### src/rtl/bridge_bus2ram_pkg.sv
// Bus protocol encodings shared by the bus masters and the RAM target.
//   cmd_e  : MCmd  encoding (IDLE / WR / RD)
//   resp_e : SResp encoding (NULL / DVA / ERR)
package bridge_bus2ram_pkg;

  typedef enum logic [2:0] {
    IDLE = 3'd0,
    WR   = 3'd1,
    RD   = 3'd2
  } cmd_e;

  typedef enum logic [1:0] {
    NULL = 2'd0,
    DVA  = 2'd1,
    ERR  = 2'd3
  } resp_e;

endpackage

### src/rtl/bridge_bus2ram_resp.sv
// bus_resp_fifo: small synchronous FIFO holding read responses the master
// has not yet taken.
//   clk, reset : clock, async active-high reset
//   flush      : synchronous clear (bus soft reset)
//   push, din  : enqueue an entry
//   pop        : dequeue the head (ignored when empty)
//   dout       : head entry, meaningful while !empty
//   count      : number of stored entries
//   empty      : no entries stored
module bus_resp_fifo #(
  parameter int W     = 8,
  parameter int DEPTH = 2,
  parameter int CW    = $clog2(DEPTH + 1)
) (
  input  logic          clk,
  input  logic          reset,
  input  logic          flush,
  input  logic          push,
  input  logic          pop,
  input  logic [W-1:0]  din,
  output logic [W-1:0]  dout,
  output logic [CW-1:0] count,
  output logic          empty
);

  localparam int PW = (DEPTH > 1) ? $clog2(DEPTH) : 1;

  logic [W-1:0]  mem [DEPTH];
  logic [PW-1:0] wr_ptr, rd_ptr;
  logic          do_push, do_pop;

  function automatic logic [PW-1:0] nxt(input logic [PW-1:0] p);
    return (p == PW'(DEPTH - 1)) ? '0 : p + 1'b1;
  endfunction

  assign empty   = (count == '0);
  assign do_pop  = pop && !empty;
  // A full FIFO may still accept a push when the head leaves in the same cycle.
  assign do_push = push && ((count < CW'(DEPTH)) || do_pop);
  assign dout    = mem[rd_ptr];

  always_ff @(posedge clk or posedge reset) begin
    if (reset) begin
      wr_ptr <= '0;
      rd_ptr <= '0;
      count  <= '0;
    end else if (flush) begin
      wr_ptr <= '0;
      rd_ptr <= '0;
      count  <= '0;
    end else begin
      if (do_push) wr_ptr <= nxt(wr_ptr);
      if (do_pop)  rd_ptr <= nxt(rd_ptr);
      case ({do_push, do_pop})
        2'b10:   count <= count + 1'b1;
        2'b01:   count <= count - 1'b1;
        default: count <= count;
      endcase
    end
  end

  always_ff @(posedge clk) begin
    if (do_push && !flush) mem[wr_ptr] <= din;
  end

endmodule

### src/rtl/bridge_bus2ram.sv
// bridge_bus2ram: bus slave terminating bus transactions on a single-port
// synchronous RAM. Reads return one cycle after accept; responses the master
// does not take are parked in a small FIFO, which also bounds outstanding reads.
//   clk, reset           : clock, async active-high reset
//   MReset_n             : bus soft reset, active-low, synchronous
//   MCmd/MAddr/MData/
//   MDataValid/MByteEn   : master command, byte address, write data/enables
//   MRespAccept          : master takes the current response
//   SCmdAccept           : command accepted this cycle (combinational)
//   SResp/SData          : response and read data (SData=0 when no data)
//   ram_en/ram_we/ram_addr/ram_be/ram_wdata : RAM port strobes
//   ram_rdata            : RAM read data, one cycle after a read strobe
module bridge_bus2ram
  import bridge_bus2ram_pkg::*;
#(
  parameter int ADDR_WIDTH = 32,
  parameter int DATA_WIDTH = 32,
  parameter int RAM_WORDS  = 4096,
  parameter int RESP_DEPTH = 2,
  localparam int BE_W      = DATA_WIDTH / 8,
  localparam int RAW       = (RAM_WORDS > 1) ? $clog2(RAM_WORDS) : 1
) (
  input  logic                  clk,
  input  logic                  reset,
  input  logic                  MReset_n,
  input  logic [2:0]            MCmd,
  input  logic [ADDR_WIDTH-1:0] MAddr,
  input  logic [DATA_WIDTH-1:0] MData,
  input  logic                  MDataValid,
  input  logic [BE_W-1:0]       MByteEn,
  input  logic                  MRespAccept,
  output logic                  SCmdAccept,
  output logic [1:0]            SResp,
  output logic [DATA_WIDTH-1:0] SData,
  output logic                  ram_en,
  output logic                  ram_we,
  output logic [RAW-1:0]        ram_addr,
  output logic [BE_W-1:0]       ram_be,
  output logic [DATA_WIDTH-1:0] ram_wdata,
  input  logic [DATA_WIDTH-1:0] ram_rdata
);

  localparam int OFS = $clog2(BE_W);
  localparam int CW  = $clog2(RESP_DEPTH + 1);

  typedef struct packed {
    resp_e                 resp;
    logic [DATA_WIDTH-1:0] data;
  } resp_entry_t;

  localparam int EW = $bits(resp_entry_t);

  logic          bus_on;
  logic          in_range;
  logic          is_rd, is_wr;
  logic          rd_acc, wr_acc;
  logic          inflight, tag_err;
  logic [CW:0]   outstanding;
  logic          buf_push, buf_pop, buf_empty;
  logic [CW-1:0] buf_count;
  logic [EW-1:0] buf_dout;
  resp_entry_t   head, fresh, pres;

  // Either reset silences every output, including the combinational ones.
  assign bus_on = MReset_n && !reset;

  // Range test on the byte address is the same as waddr < RAM_WORDS,
  // and keeps every address bit in play.
  assign in_range = ({1'b0, MAddr} < (ADDR_WIDTH + 1)'(64'(RAM_WORDS) * BE_W));
  assign ram_addr = RAW'(MAddr >> OFS);

  assign is_rd = bus_on && (MCmd == RD);
  assign is_wr = bus_on && (MCmd == WR);

  assign outstanding = {1'b0, buf_count} + (CW + 1)'(inflight);

  // A pop in this cycle frees a credit for a read arriving in the same cycle.
  assign buf_pop = bus_on && !buf_empty && MRespAccept;
  assign rd_acc  = is_rd && ((outstanding < (CW + 1)'(RESP_DEPTH)) || buf_pop);
  // Writes are posted, so they never consume response credit.
  assign wr_acc  = is_wr && MDataValid;

  assign SCmdAccept = rd_acc || wr_acc;
  assign ram_en     = (rd_acc || wr_acc) && in_range;
  assign ram_we     = wr_acc && in_range;
  assign ram_be     = MByteEn;
  assign ram_wdata  = MData;

  always_ff @(posedge clk or posedge reset) begin
    if (reset) begin
      inflight <= 1'b0;
      tag_err  <= 1'b0;
    end else if (!MReset_n) begin
      inflight <= 1'b0;
      tag_err  <= 1'b0;
    end else begin
      inflight <= rd_acc;
      tag_err  <= rd_acc && !in_range;
    end
  end

  // Response produced this cycle by the read accepted last cycle.
  always_comb begin
    fresh.resp = tag_err ? ERR : DVA;
    fresh.data = tag_err ? '0 : ram_rdata;
  end

  // The fresh response bypasses the FIFO only if nothing is queued ahead of
  // it and the master takes it right away; otherwise it joins the queue.
  assign buf_push = bus_on && inflight && (!buf_empty || !MRespAccept);
  assign head     = resp_entry_t'(buf_dout);

  always_comb begin
    pres.resp = NULL;
    pres.data = '0;
    if (bus_on) begin
      if (!buf_empty)    pres = head;
      else if (inflight) pres = fresh;
    end
  end

  assign SResp = pres.resp;
  assign SData = pres.data;

  bus_resp_fifo #(
    .W     (EW),
    .DEPTH (RESP_DEPTH),
    .CW    (CW)
  ) u_resp_fifo (
    .clk   (clk),
    .reset (reset),
    .flush (!MReset_n),
    .push  (buf_push),
    .pop   (buf_pop),
    .din   (fresh),
    .dout  (buf_dout),
    .count (buf_count),
    .empty (buf_empty)
  );

endmodule

### config.mk
export PLATFORM = sky130hd
export DESIGN_NAME = bridge_bus2ram
export DESIGN_NICKNAME = d
export VERILOG_FILES = /design/src/rtl/bridge_bus2ram_pkg.sv /design/src/rtl/bridge_bus2ram_resp.sv /design/src/rtl/bridge_bus2ram.sv
export SDC_FILE = /design/constraint.sdc
export NUM_CORES = 1
export LEC_CHECK = 0
export CAP_MARGIN = 5
export CORE_MARGIN = 2
export CORE_UTILIZATION = 42
export CTS_BUF_LIST = sky130_fd_sc_hd__clkbuf_8
export CTS_CLUSTER_DIAMETER = 150
export CTS_CLUSTER_SIZE = 20
export DETAILED_ROUTE_END_ITERATION = 10
export PLACE_DENSITY_LB_ADDON = 0.1
export SLEW_MARGIN = 20
export SYNTH_ARGS = -nofsm -noshare
export SYNTH_HDL_FRONTEND = slang
export SYNTH_SLANG_ARGS = --single-unit
### constraint.sdc
create_clock -name clk -period 4.1 [get_ports clk]
set_clock_uncertainty 0.2 [all_clocks]
set_input_delay 0.615 -clock clk [delete_from_list [all_inputs] [get_ports clk]]
set_output_delay 0.615 -clock clk [all_outputs]
set_load 0.02 [all_outputs]
# [Yosys cells after proc, flatten, opt, wreduce, memory -nomap -nowiden]
# Memory sizes are Yosys's and may differ from the RTL's.
# Cells that the tools add are included.
[totals] ff_bits=6 ram_bits=68 in_bits=108 out_inout_bits=85 word_cells=62 n_memories=1
[classes] addsub=5 magnitude_cmp=3 eq_ne=7 mux=17 reduce_logical=24
[memory_table] memory="u_resp_fifo.mem" depth=2 width=34 rd=1 rd_ports_with_merged_regs=0 write_ports=1 line_no="bridge_bus2ram_resp.sv:28" text="logic [W-1:0] mem [DEPTH];"
[ops] cell="34-bit 2-to-1 mux" n=3
[ops] cell="32-bit by 15-bit less-than comparator with 1-bit output, second input constant" n=1
[ops] cell="32-bit 2-to-1 mux" n=1
[ops] cell="1-bit logical AND" n=15
[ops] cell="1-bit 2-to-1 mux" n=10
[ops] cell="1-bit logical NOT" n=4
[ops] cell="1-bit logical OR" n=4
[ops] cell="2-bit 2-to-1 mux" n=2
[ops] cell="2-bit by 1-bit inequality test with 1-bit output, second input constant" n=2
[ops] cell="2-bit one-hot mux with 2 select lines" n=1
[ops] cell="2-bit by 1-bit adder with 3-bit output" n=1
[ops] cell="3-bit by 1-bit equality test with 1-bit output, second input constant" n=1
[ops] cell="3-bit by 2-bit equality test with 1-bit output, second input constant" n=1
[ops] cell="3-bit by 2-bit less-than comparator with 1-bit output, second input constant" n=1
[ops] cell="3-bit by 1-bit inequality test with 1-bit output, second input constant" n=1
[ops] cell="1-bit adder, second input constant" n=2
[ops] cell="2-bit by 1-bit adder with 2-bit output, second input constant" n=1
[ops] cell="2-bit by 1-bit equality test with 1-bit output, second input constant" n=1
[ops] cell="2-bit equality test, second input constant" n=1
[ops] cell="2-bit logical NOT" n=1
[ops] cell="2-bit less-than comparator, second input constant" n=1
[ops] cell="2-bit by 1-bit subtractor with 2-bit output, second input constant" n=1

# [Depth between registers and ports, before layout]
[logic_depth] depth_word=10 depth_mapped=5 depth_no_buf=3

# [By module]
# From an unflattened synthesis, not the netlist that was laid out.
[unflattened] hier_cells=325 hier_area_um2=3916.3
[modules_own_cells] mod="bus_resp_fifo" n_inst=1 cells_per_inst=134 area_per_inst_um2=2691.3 seq_area_each_um2=2142.1
[modules_own_cells] mod="bridge_bus2ram" n_inst=1 cells_per_inst=191 area_per_inst_um2=1224.9 seq_area_each_um2=50.0

# [Worst setup path before layout]
# OpenSTA, ideal clock, no wires.
[synth_timing] path_type="input port to flip-flop" start="in MRespAccept" end="mem u_resp_fifo.mem[0][0] (netlist bit) (enable)" setup_ps=427 t_arrival_ps=2738 required_ps=3473 slack_ps=735 path_stages=4 path_buffers=1 path_cell_list="buf_4 nor2b_1 a2111oi_4 nor2b_1"
[synth_between] elab_chain_cells=7 word_cells_on_any_way=10 cone_classes="mux (2); reduce/logical (8)"
[synth_rtl] item="start, declared" line_no="bridge_bus2ram.sv:31" text="input logic MRespAccept,"
[synth_rtl] item="1-bit logical NOT / 1-bit logical AND (equally long branches)" line_no="bridge_bus2ram.sv:110, bridge_bus2ram.sv:78"
[synth_rtl] item="1-bit logical OR / 1-bit logical AND (equally long branches)" line_no="bridge_bus2ram.sv:110, bridge_bus2ram_resp.sv:37"
[synth_rtl] item="1-bit logical AND / 1-bit logical OR (equally long branches)" line_no="bridge_bus2ram.sv:110, bridge_bus2ram_resp.sv:39"
[synth_rtl] item="1-bit logical AND (*)" line_no="bridge_bus2ram_resp.sv:39" text="assign do_push = push && ((count < CW'(DEPTH)) || do_pop);"
[synth_rtl] item="1-bit logical AND (*)" line_no="bridge_bus2ram_resp.sv:63" text="if (do_push && !flush) mem[wr_ptr] <= din;"
[synth_rtl] item="1-bit 2-to-1 mux (*)" line_no="bridge_bus2ram_resp.sv:63"
[synth_rtl] item="1-bit 2-to-1 mux (not written as such) (*)" line_no="bridge_bus2ram_resp.sv:63"
[synth_rtl] item="end, declared" line_no="bridge_bus2ram_resp.sv:28"
# Mark *: on every way between the ends. The rest lies on a longest branch, timed or not.

# [Worst setup path after layout]
[layout_timing] start="in MReset_n" end="out SResp[1]"
[layout_between] elab_chain_cells=2
[layout_rtl] item="start, declared" line_no="bridge_bus2ram.sv:25" text="input logic MReset_n,"
[layout_rtl] item="1-bit logical AND" line_no="bridge_bus2ram.sv:65" text="assign bus_on = MReset_n && !reset;"
[layout_rtl] item="34-bit 2-to-1 mux" line_no="bridge_bus2ram.sv:116" text="if (bus_on) begin"
[layout_rtl] item="end, declared" line_no="bridge_bus2ram.sv:33" text="output logic [1:0] SResp,"
# No other way between the ends.

==> metrics.yaml <==
logic_synthesis:
  syn-num-nets: 440
  synth_top_cell_by_area: "sky130_fd_sc_hd__edfxtp_1"
  most_frequent_cell_after_synthesis: "sky130_fd_sc_hd__edfxtp_1"
  async_reset_ff_share_pct: 8.33
  yosys.cell_types.count: 35
  synth_sequential_area_ratio_pct: 55.0
  number_of_warning_messages_in_the_yosys_log: 0
  postSynth.topFlopCell: "sky130_fd_sc_hd__edfxtp_1"
  yosys_register_bits: 72
  synth_top_area_share_pct: 51.1
  post_synthesis_cell_count: 332
  synth.avg_cell_area_um2: 11.7
  ranking_of_synthesized_cells_by_area: "sky130_fd_sc_hd__edfxtp_1 (51%), sky130_fd_sc_hd__buf_4 (10%), sky130_fd_sc_hd__mux2i_1 (5.9%)"
  synth_common_cells: "sky130_fd_sc_hd__edfxtp_1 (66), sky130_fd_sc_hd__buf_4 (52), sky130_fd_sc_hd__nor2b_1 (36), sky130_fd_sc_hd__mux2i_1 (23), sky130_fd_sc_hd__o21ai_1 (23)"
  synth_edf_count: 66
  mappedNetlistArea_um2: 3880
grt:
  global_route.overflow_total: 0
  pin_count_of_the_biggest_net_entering_global_routing: 36
  grt_usage_pct: 17.5
  met2_resource_use_gr_pct: 30.6
  first_global_vias: 2718
  first_pass_grt_wire_length_mm: 13.6
  global_route.usage.met1_pct: 21.5
  grt_use_met3_pct: 4.32
  gr-max-usage-layer: "met2"
  grt_antenna_before_repair: 0
cts:
  clock_latency_ns: 0.33
  clock_tree.buffer_depth: 2
  cts_tree: "yes"
  cts_setup_buffers: 0
  clkSinkCount: 72
  hold_buffers: 0
  clkTransAtPathRegs_ns: 0.08
  number_of_resized_instances_in_the_post_cts_repair_step: 0
  cts_made_buffers: 9
  clock_tree.root_cell: "sky130_fd_sc_hd__clkbuf_8"
  maximum_level_of_the_cts_h_tree: 3
sta:
  timing.final.setup_violations: 0
  finalSetupTns_ns: 0
  fmax_ghz: 0.266
  unrepaired_setup_endpoints_after_global_routing: "no"
  timing.final.crit_share_pct: 91.9
  tightestPinTransition_ns: 0.980
  slew_headroom_pct: 34.7
  timing.final.max_slew_violations: 0
  period_minus_slack_ns: 3.77
  hold_slack_ns: 0.371
  hold_viol: 0
worst_setup_path:
  worstRegToRegCells: 4
  cp_common_cell: "sky130_fd_sc_hd__clkdlybuf4s50_1"
  cp_cell_sequence: "clkdlybuf4s50_1, nor2b_2, buf_4, nand4_1, o21ai_1, clkdlybuf4s50_1"
  origin_of_the_critical_flop_to_flop_path: "u_resp_fifo.count[1]"
  critical_path_cell_count: 6
  path_max_fanout: 17
  slowest_delay_ns: 0.66
  timing.setup.critical_path_class: "primary input to output port"
  timing.critical_path.to_type: "output port"
  worst_ep_arrival_time_ns: 2.95
  timing.critical_path.slowest_stage_cell: "sky130_fd_sc_hd__clkdlybuf4s50_1"
  number_of_buffer_and_inverter_stages_on_the_critical_path: 3
  critical_path.startpoint_type: "primary input"
  critPathRequiredTime_ns: 3.28
  startpoint: "MReset_n"
  worst_path_dominant_cell_family: "buffers and inverters"
floorplanning:
  core-area_um2: 9110
  rows: 35
  floorplan.die_area_um2: 10000
  initial_utilization_pct: 42.6
  io_pins: 193
  fp.dieH_um: 100
  die_width_um: 100
finish:
  stdcell_count: 492
  layout.core_utilization_pct: 52.7
  insertedDiodeCount: 0
  finish.instance_area_um2: 4800
  num-nets-final: 484
  post_route_cells_drive_above_1_share_pct: 10.8
  final_layout_fill_cell_count: 841
  flow.area_growth_from_synthesis_pct: 23.9
min_path:
  hold_start: "u_resp_fifo.wr_ptr"
  whs_path_cells: 1
  worstHoldPathType: "register to register"
placement:
  place.port_buffers: 94
  dp_hpwl_mm: 5.67
  postPlaceCellArea_um2: 4580
  place_inst: 476
  globalplace.congestion: 0.757
status:
  outcome: "complete, no violations"
drt:
  num_vias: 2630
  drt_first_pass_iters: 4
  drc_errors: 0
  detail-route-antenna-nets: 0
  post_route_wl_mm: 8.56
  vias_per_cell: 5.35
  drtIter0Drc: 116
  routedWlPerCell_um: 17.4
pwr:
  max-vdd-ir-drop_mv: 0.166
  power.density_cell_area_nw_per_um2: 317
  leakage_nw: 1.53
run:
  maxCapViolations: 0
cells in the final DEF (no fill, tap or decap), types with 6 or more instances in the layout:
cell type,instances
sky130_fd_sc_hd__a21oi_1,16
sky130_fd_sc_hd__buf_4,9
sky130_fd_sc_hd__clkbuf_8,9
sky130_fd_sc_hd__clkdlybuf4s50_1,94
sky130_fd_sc_hd__edfxtp_1,66
sky130_fd_sc_hd__inv_1,7
sky130_fd_sc_hd__mux2_2,6
sky130_fd_sc_hd__mux2i_1,23
sky130_fd_sc_hd__nand2_1,16
sky130_fd_sc_hd__nand3_1,12
sky130_fd_sc_hd__nand4_1,22
sky130_fd_sc_hd__nor2b_1,34
sky130_fd_sc_hd__o21ai_1,23
power by group:
part	switching (W)	total, W	leakage, nW	internal (W)
Sequential	0.00000211	0.000805	0.676	0.000802
Clock	0.000269	0.000613	0.107	0.000344
Combinational	0.0000428	0.000107	0.744	0.0000646
Total	0.000314	0.00152	1.53	0.00121
layout make-up:
type / count / area, um2 / share of cell area [%]
Inverter: 6 / 22.5 / 0.469
Tap cell: 111 / 139 / 2.89
Timing Repair Buffer: 104 / 1030 / 21.4
Clock buffer: 9 / 124 / 2.58
Clock inverter: 7 / 96.3 / 2.01
Multi-Input combinational cell: 183 / 1260 / 26.2
Sequential cell: 72 / 2130 / 44.4
per-layer routing:
metal	share of wire [%]	up-vias
met4	0.91	0
met5	0	-
met1	41	1271
li1	-	1247
met3	6.3	12
met2	52	100
per-stage QoR:
step / total power [W] / setup slack, ns
after floorplan: 0.000928 / 0.735
after global routing: 0.00158 / 0.199
final: 0.00152 / 0.334
after detailed placement: 0.000929 / 0.363
after global placement: 0.000927 / 0.375
after CTS: 0.00154 / 0.289
kinds of logic after synthesis:
kind of cell / count (synthesis) / share of synthesized area (%)
simple gates: 101 / 15.5
buf+inv: 77 / 12.8
flops: 72 / 55.0
compound gates: 48 / 7.55
mux: 34 / 9.13
worst paths after layout:
check	to	slack [ns]
max	SResp[1]	0.33
min	u_resp_fifo.wr_ptr	0.37
max reg2reg	u_resp_fifo.mem[1][27]	1.72
min reg2reg	u_resp_fifo.wr_ptr	0.37
max in group asynchronous	u_resp_fifo.rd_ptr	2.99
min in group asynchronous	u_resp_fifo.wr_ptr	0.48
flip-flops by register name, summed over array words and instances, names as in the netlist:
register            count
u_resp_fifo.mem        66
u_resp_fifo.wr_ptr      1
inflight                1
u_resp_fifo.count       2
u_resp_fifo.rd_ptr      1
tag_err                 1
worst register-to-register path, delay by kind of cell (launching register included):
kind / cells / cell delay (ns)
buffers and inverters: 1 / 0.24
DFF: 1 / 0.51
and+or+nand+nor: 2 / 0.69
AOI/OAI and AO/OA: 1 / 0.44
No activity file was read; power rests on OpenSTA's default activity.
